### src/rtl/data_plane_link_fifo.sv
// Receive-side link buffer: filters link packets by destination id, queues them and
// replays one per cycle to data_plane_rx, driving 32'h0 when idle. Optional: DP_LINK_DROP_CNT_EN.
module data_plane_link_fifo #(
    parameter int DEPTH = 8,
    parameter int AW    = $clog2(DEPTH)
) (
    input  logic          clk,
    input  logic          rst,
    input  logic [15:0]   node_id,
    input  logic [31:0]   link_packet,
    input  logic          link_valid,
    output logic          link_ready,
    input  logic          rx_hold,
    output logic [31:0]   data_rx_packet,
    output logic [AW:0]   fifo_count,
    output logic          overflow
`ifdef DP_LINK_DROP_CNT_EN
    ,
    output logic [7:0]    drop_count
`endif
);

    logic [31:0]   mem [DEPTH];
    logic [AW-1:0] wr_ptr_reg;
    logic [AW-1:0] rd_ptr_reg;
    logic [AW:0]   count_reg;
    logic [AW:0]   count_next;
    logic [31:0]   data_reg;
    logic          overflow_reg;

    logic is_pkt;
    logic dest_match;
    logic accept;
    logic full;
    logic push;
    logic pop;

    // The all-zero word is the link idle code and never counts as a packet.
    assign is_pkt     = link_valid && (link_packet != 32'h0);
    assign dest_match = (link_packet[31:16] == node_id) || (link_packet[31:16] == 16'hFFFF);
    assign accept     = is_pkt && dest_match;
    assign full       = (count_reg == (AW+1)'(DEPTH));
    assign push       = accept && !full;
    assign pop        = (count_reg != '0) && !rx_hold;

    always_comb begin
        count_next = count_reg;
        case ({push, pop})
            2'b10:   count_next = count_reg + (AW+1)'(1);
            2'b01:   count_next = count_reg - (AW+1)'(1);
            default: count_next = count_reg;
        endcase
    end

    // Storage carries no reset so it can map onto block RAM.
    always_ff @(posedge clk) begin
        if (push) begin
            mem[wr_ptr_reg] <= link_packet;
        end
    end

    always_ff @(posedge clk or negedge rst) begin
        if (!rst) begin
            wr_ptr_reg   <= '0;
            rd_ptr_reg   <= '0;
            count_reg    <= '0;
            data_reg     <= 32'h0;
            overflow_reg <= 1'b0;
        end else begin
            if (push) begin
                wr_ptr_reg <= wr_ptr_reg + AW'(1);
            end
            if (pop) begin
                rd_ptr_reg <= rd_ptr_reg + AW'(1);
                data_reg   <= mem[rd_ptr_reg];
            end else begin
                data_reg   <= 32'h0;
            end
            count_reg <= count_next;
            if (accept && full) begin
                overflow_reg <= 1'b1;
            end
        end
    end

`ifdef DP_LINK_DROP_CNT_EN
    logic [7:0] drop_cnt_reg;

    always_ff @(posedge clk or negedge rst) begin
        if (!rst) begin
            drop_cnt_reg <= 8'h0;
        end else if (is_pkt && !dest_match && (drop_cnt_reg != 8'hFF)) begin
            drop_cnt_reg <= drop_cnt_reg + 8'h1;
        end
    end

    assign drop_count = drop_cnt_reg;
`endif

    assign link_ready     = !full;
    assign data_rx_packet = data_reg;
    assign fifo_count     = count_reg;
    assign overflow       = overflow_reg;

endmodule

### config.mk
export PLATFORM = sky130hd
export DESIGN_NAME = data_plane_link_fifo
export DESIGN_NICKNAME = d
export VERILOG_FILES = /design/src/rtl/data_plane_link_fifo.sv
export SDC_FILE = /design/constraint.sdc
export NUM_CORES = 1
export LEC_CHECK = 0
export BUFFER_PORTS_ARGS = -buffer_cell sky130_fd_sc_hd__buf_2
export CORE_UTILIZATION = 54
export CTS_CLUSTER_DIAMETER = 150
export DETAILED_ROUTE_END_ITERATION = 6
export MAX_ROUTING_LAYER = met4
export PLACE_DENSITY = 0.72
export SETUP_SLACK_MARGIN = 0.1
export SLEW_MARGIN = 30
export SYNTH_ARGS = -nofsm -noshare
export SYNTH_HDL_FRONTEND = slang
export SYNTH_SLANG_ARGS = --single-unit
### constraint.sdc
create_clock -name clk -period 4.6 [get_ports clk]
set_input_delay 0.92 -clock clk [delete_from_list [all_inputs] [get_ports clk]]
set_output_delay 0.92 -clock clk [all_outputs]
set_load 0.02 [all_outputs]
* Yosys cells after proc, flatten, opt, wreduce, memory -nomap -nowiden
Memories as Yosys holds them, arrays and structs flattened. Cells that the tools add are included. W data, S select, Z words.
Storage, ports and cells: input port bits 52, output and inout bits 38, memories kept 1, register bits after elaboration 43, bits in writable memories 256, logic and storage cells 30
Operators by class: $add $sub $neg 4, equality and inequality tests 5, reduce and logical (&&, ||, !) cells 11, multiplexer cells 4
Memory list:
- mem | depth 8, bits a word 32, rd ports 1, clocked after memory_dff 0, write ports 1, line 23 | logic [31:0] mem [DEPTH];
Operators with widths (number):
- $mux W32 | 1
- $reduce_bool A32 Y1 | 1
- $eq A16 B16 Y1 | 1
- $eq A16 B16 Y1 const B | 1
- $pmux W4 S2 | 1
- $add A3 B1 Y3 const B | 2
- $logic_and A1 B1 Y1 | 5
- $add A4 B1 Y4 const B | 1
- $eq A4 B4 Y1 const B | 1
- $reduce_bool A4 Y1 | 1
- $sub A4 B1 Y4 const B | 1
- $eq A2 B1 Y1 const B | 1
- $eq A2 B2 Y1 const B | 1
- $logic_not A1 Y1 | 2
- $mux W1 | 2
- $reduce_bool A2 Y1 | 1
- $logic_or A1 B1 Y1 | 1

* Depth between registers and ports, before layout
word-level depth 6, depth in mapped cells 12, mapped depth without buffers 11

* Least setup slack after synthesis
No wires, ideal clock.
path kind input -> register, from input link_packet[25], to memory mem[1][0], enable pin, arrival time 4887 ps, library setup time 501 ps, data required time 4099 ps, path buffers 1, stages 6, path slack -788 ps, cell sequence xnor2_1 > nand4_1 > nor4_4 > o211ai_2 > buf_6 > nor4_1
On the way: cells in the longest elaborated chain, start to end 6, elaborated cells between the ends (all ways) 9, classes of those cells 2 x eq/ne; 2 x mux; 5 x reduce/logical
Ends and longest elaborated chain:
- start, declared | line 10 | input logic [31:0] link_packet,
- $reduce_bool A32 Y1 / $eq A16 B16 Y1 (equally long branches) | line 39, 40
- $logic_and A1 B1 Y1 / $logic_or A1 B1 Y1 (equally long branches) | line 39, 40
- $logic_and A1 B1 Y1 * | line 41 | assign accept = is_pkt && dest_match;
- $logic_and A1 B1 Y1 * | line 43 | assign push = accept && !full;
- $mux W1 * | line 57 | if (push) begin
- $mux W1 (implied by the code) * | line 58 | mem[wr_ptr_reg] <= link_packet;
- end, declared | line 23
Mark *: on every way between the ends. The rest lies on a longest branch, timed or not.

* Final worst setup path
from input link_packet[16], to register count_reg[3] (netlist: fifo_count[3])
On the way: cells in the longest elaborated chain, start to end 6, elaborated cells between the ends (all ways) 11, classes of those cells 4 x eq/ne; 1 x mux; 6 x reduce/logical
Ends and longest elaborated chain:
- $reduce_bool A32 Y1 / $eq A16 B16 Y1 (equally long branches) | line 39, 40
- $logic_and A1 B1 Y1 / $logic_or A1 B1 Y1 (equally long branches) | line 39, 40
- $logic_and A1 B1 Y1 * | line 41
- $logic_and A1 B1 Y1 * | line 43
- $eq A2 B1 Y1 / $eq A2 B2 Y1 (equally long branches) | line 48 | case ({push, pop})
- $pmux W4 S2 / $reduce_bool A2 Y1 (equally long branches)
- end signal, assigned | line 79 | count_reg <= count_next;
- end, declared | line 26 | logic [AW:0] count_reg;
Marks and branches as above. A chain may end at the register's enable or synchronous reset.

==> run metrics <==
GRT overflow 0; initial antenna violation count 0; GRT Total Usage 22.70%; Antenna diodes 0; pre-CTS setup slack 839.8 ps; core area 20490 um2; RSZ-0062 raised after global routing false; H-tree Lvls 1; Yosys top cell area share 67.33%; Ys Warns 0; final WL 22430 um; Top-Level Pins 90; most frequent cells in the layout edfxtp_1, buf_2, mux4_2; post-cts resize count 0; clk sink count 299; Final Cell Area 13320 um2; Largest Register mem; Initial Util 55.71%; Worst Hold Class in2async; dpl hpwl 13080 um; Worst Skew 7.139 ps; WL/cell 23.59 um; VDD IR-drop max 386.1 uV; CTS Buffer Depth 3; most common cell after layout, fill and taps aside edfxtp_1; CTS tree yes; fmax 0.3105 GHz; Setup crit end kind flip-flop; status finished clean; RD Place Congestion 0.7751; crit path max fanout 11; DIE AREA 21730 um2; Buffers on Ports 89; Mapped Cells 536; Post CTS Setup Buffer Count 0; Hold WS 387.8 ps; first-pass GRT wire length 35160 um; PD cells 550.6 nW/um2; clk_lat worst skew 550 ps; Remaining DRCs 0; Critical Path AT 3660 ps; Mapped Area 11420 um2; Min Clock Period, post-route 3220 ps; Pleak 4.706 nW; Final Hold Fails 0; vias per inst 5.731; Rows 52; post-synthesis register bit count 299; Routed Antenna Nets 0; First-pass DRT Iterations 4; Final #Nets 714; vias in the first global route 6062; clk slew on worst S/H paths 60 ps; Slew Limit Headroom 46.02%; Crit path required time 5040 ps; Num CTS Buffers 31; Root Driver clkbuf_16; fraction of layout cells with a size suffix above 1 34.65%; final setup fails 0; slack of the critical path 1380 ps; largest net degree at the start of global routing 67; Slew @ Worst Pin 807.3 ps; placed cell area 12310 um2; Synth Area per Inst 21.30 um2; fin crit share 70.01%; Initial DRC Count 504; area leader, netlist edfxtp_1; chip width 147.4 um; register area share after synthesis 76.76%; top post-synthesis cells by area edfxtp_1, mux4_2, dfrtp_1; vias 5450; P&R area growth vs syn 16.66%; Max-cap violations 0; Die Ht 147.4 um; Slew Viols, Final 0; CTS Hold Bufs 0; Netlist cell types 29; max reg flops 256; Setup CP Type in2reg; Synthesized Nets 594; crit start category input port
report_power, final:
group	internal (W)	total, W	switching (W)
combinational	0.000838	0.00168	0.000847
sequential	0.00310	0.00329	0.000187
clock	0.00139	0.00236	0.000966
per-stage QoR:
stage	TNS (ps)	std cells	utilization, %	total power (W)
2_1_floorplan	-100910	536	-	0.004567
3_3_place_gp	0	892	60.06	0.005009
3_5_place_dp	0	892	60.06	0.005037
4_1_cts	0	950	64.85	0.007411
5_1_grt	0	951	64.99	0.007650
6_report	0	951	64.99	0.007334
worst max-delay path: stages:
cell and delay [ps]:
buf_2 190, nor4_1 450, nand4_1 240, o21a_1 280
o211ai_2 320, ha_1 330, ha_1 250, a21o_1 170
a21oi_1 160, xnor2_1 140, nor2_1 70, xnor2_1 130
path summary, 6_finish.rpt:
check / startpoint / endpoint / slack [ps] / cells after the start
setup / recovery: link_packet[16] / fifo_count[3]$_DFFE_PN0P_ / 1380 / 12
hold / removal: rst / data_rx_packet[17]$_DFF_PN0_ / 390 / 1
setup reg to reg: fifo_count[0]$_DFFE_PN0P_ / fifo_count[3]$_DFFE_PN0P_ / 2020 / 10
hold reg to reg: overflow$_DFFE_PN0P_ / overflow$_DFFE_PN0P_ / 480 / 1
max in group asynchronous: rst / rd_ptr_reg[1]$_DFFE_PN0P_ / 3400 / 2
min in group clk: overflow$_DFFE_PN0P_ / overflow$_DFFE_PN0P_ / 480 / 1
cells by family after synthesis:
group / share of synthesized area, %
compound gates: 0.5808
xor+xnor: 1.841
fa+ha+maj: 0.7233
buf+inv: 1.195
flops: 76.76
mux: 15.62
simple gates: 3.288
area by class of cell:
cell class | count | area (um2)
clock buffers | 47 | 895.9
repair buffers | 111 | 630.6
flip-flops and latches | 299 | 8772
clock inverters | 11 | 86.33
fillers | 1379 | 7176
inverters | 7 | 26.28
multi-input cells | 206 | 2570
well taps | 270 | 337.8
synthesized netlist by cell type (all sizes together):
master,instances
a21oi,1
fa,1
edfxtp,256
nand2,7
inv,7
buf,18
mux2i,33
mux2,1
nor2,33
nor4b,2
dfrtp,43
nor4,14
clkbuf,6
o2111ai,1
nor3,3
nand4,10
o21a,1
xnor2,23
o21bai,1
o21ai,2
mux4,64
ha,5
xor2,1
o211ai,1
a21o,2
layer usage:
metal	vias to the layer above	share of wire [%]	GRT usage, %
li1	2414	-	-
met1	2828	40	29.54
met2	169	51	37.05
met3	39	6.8	4.074
met4	0	2.1	6.701
met5	-	0	-
(Power assumes the default switching activity.)
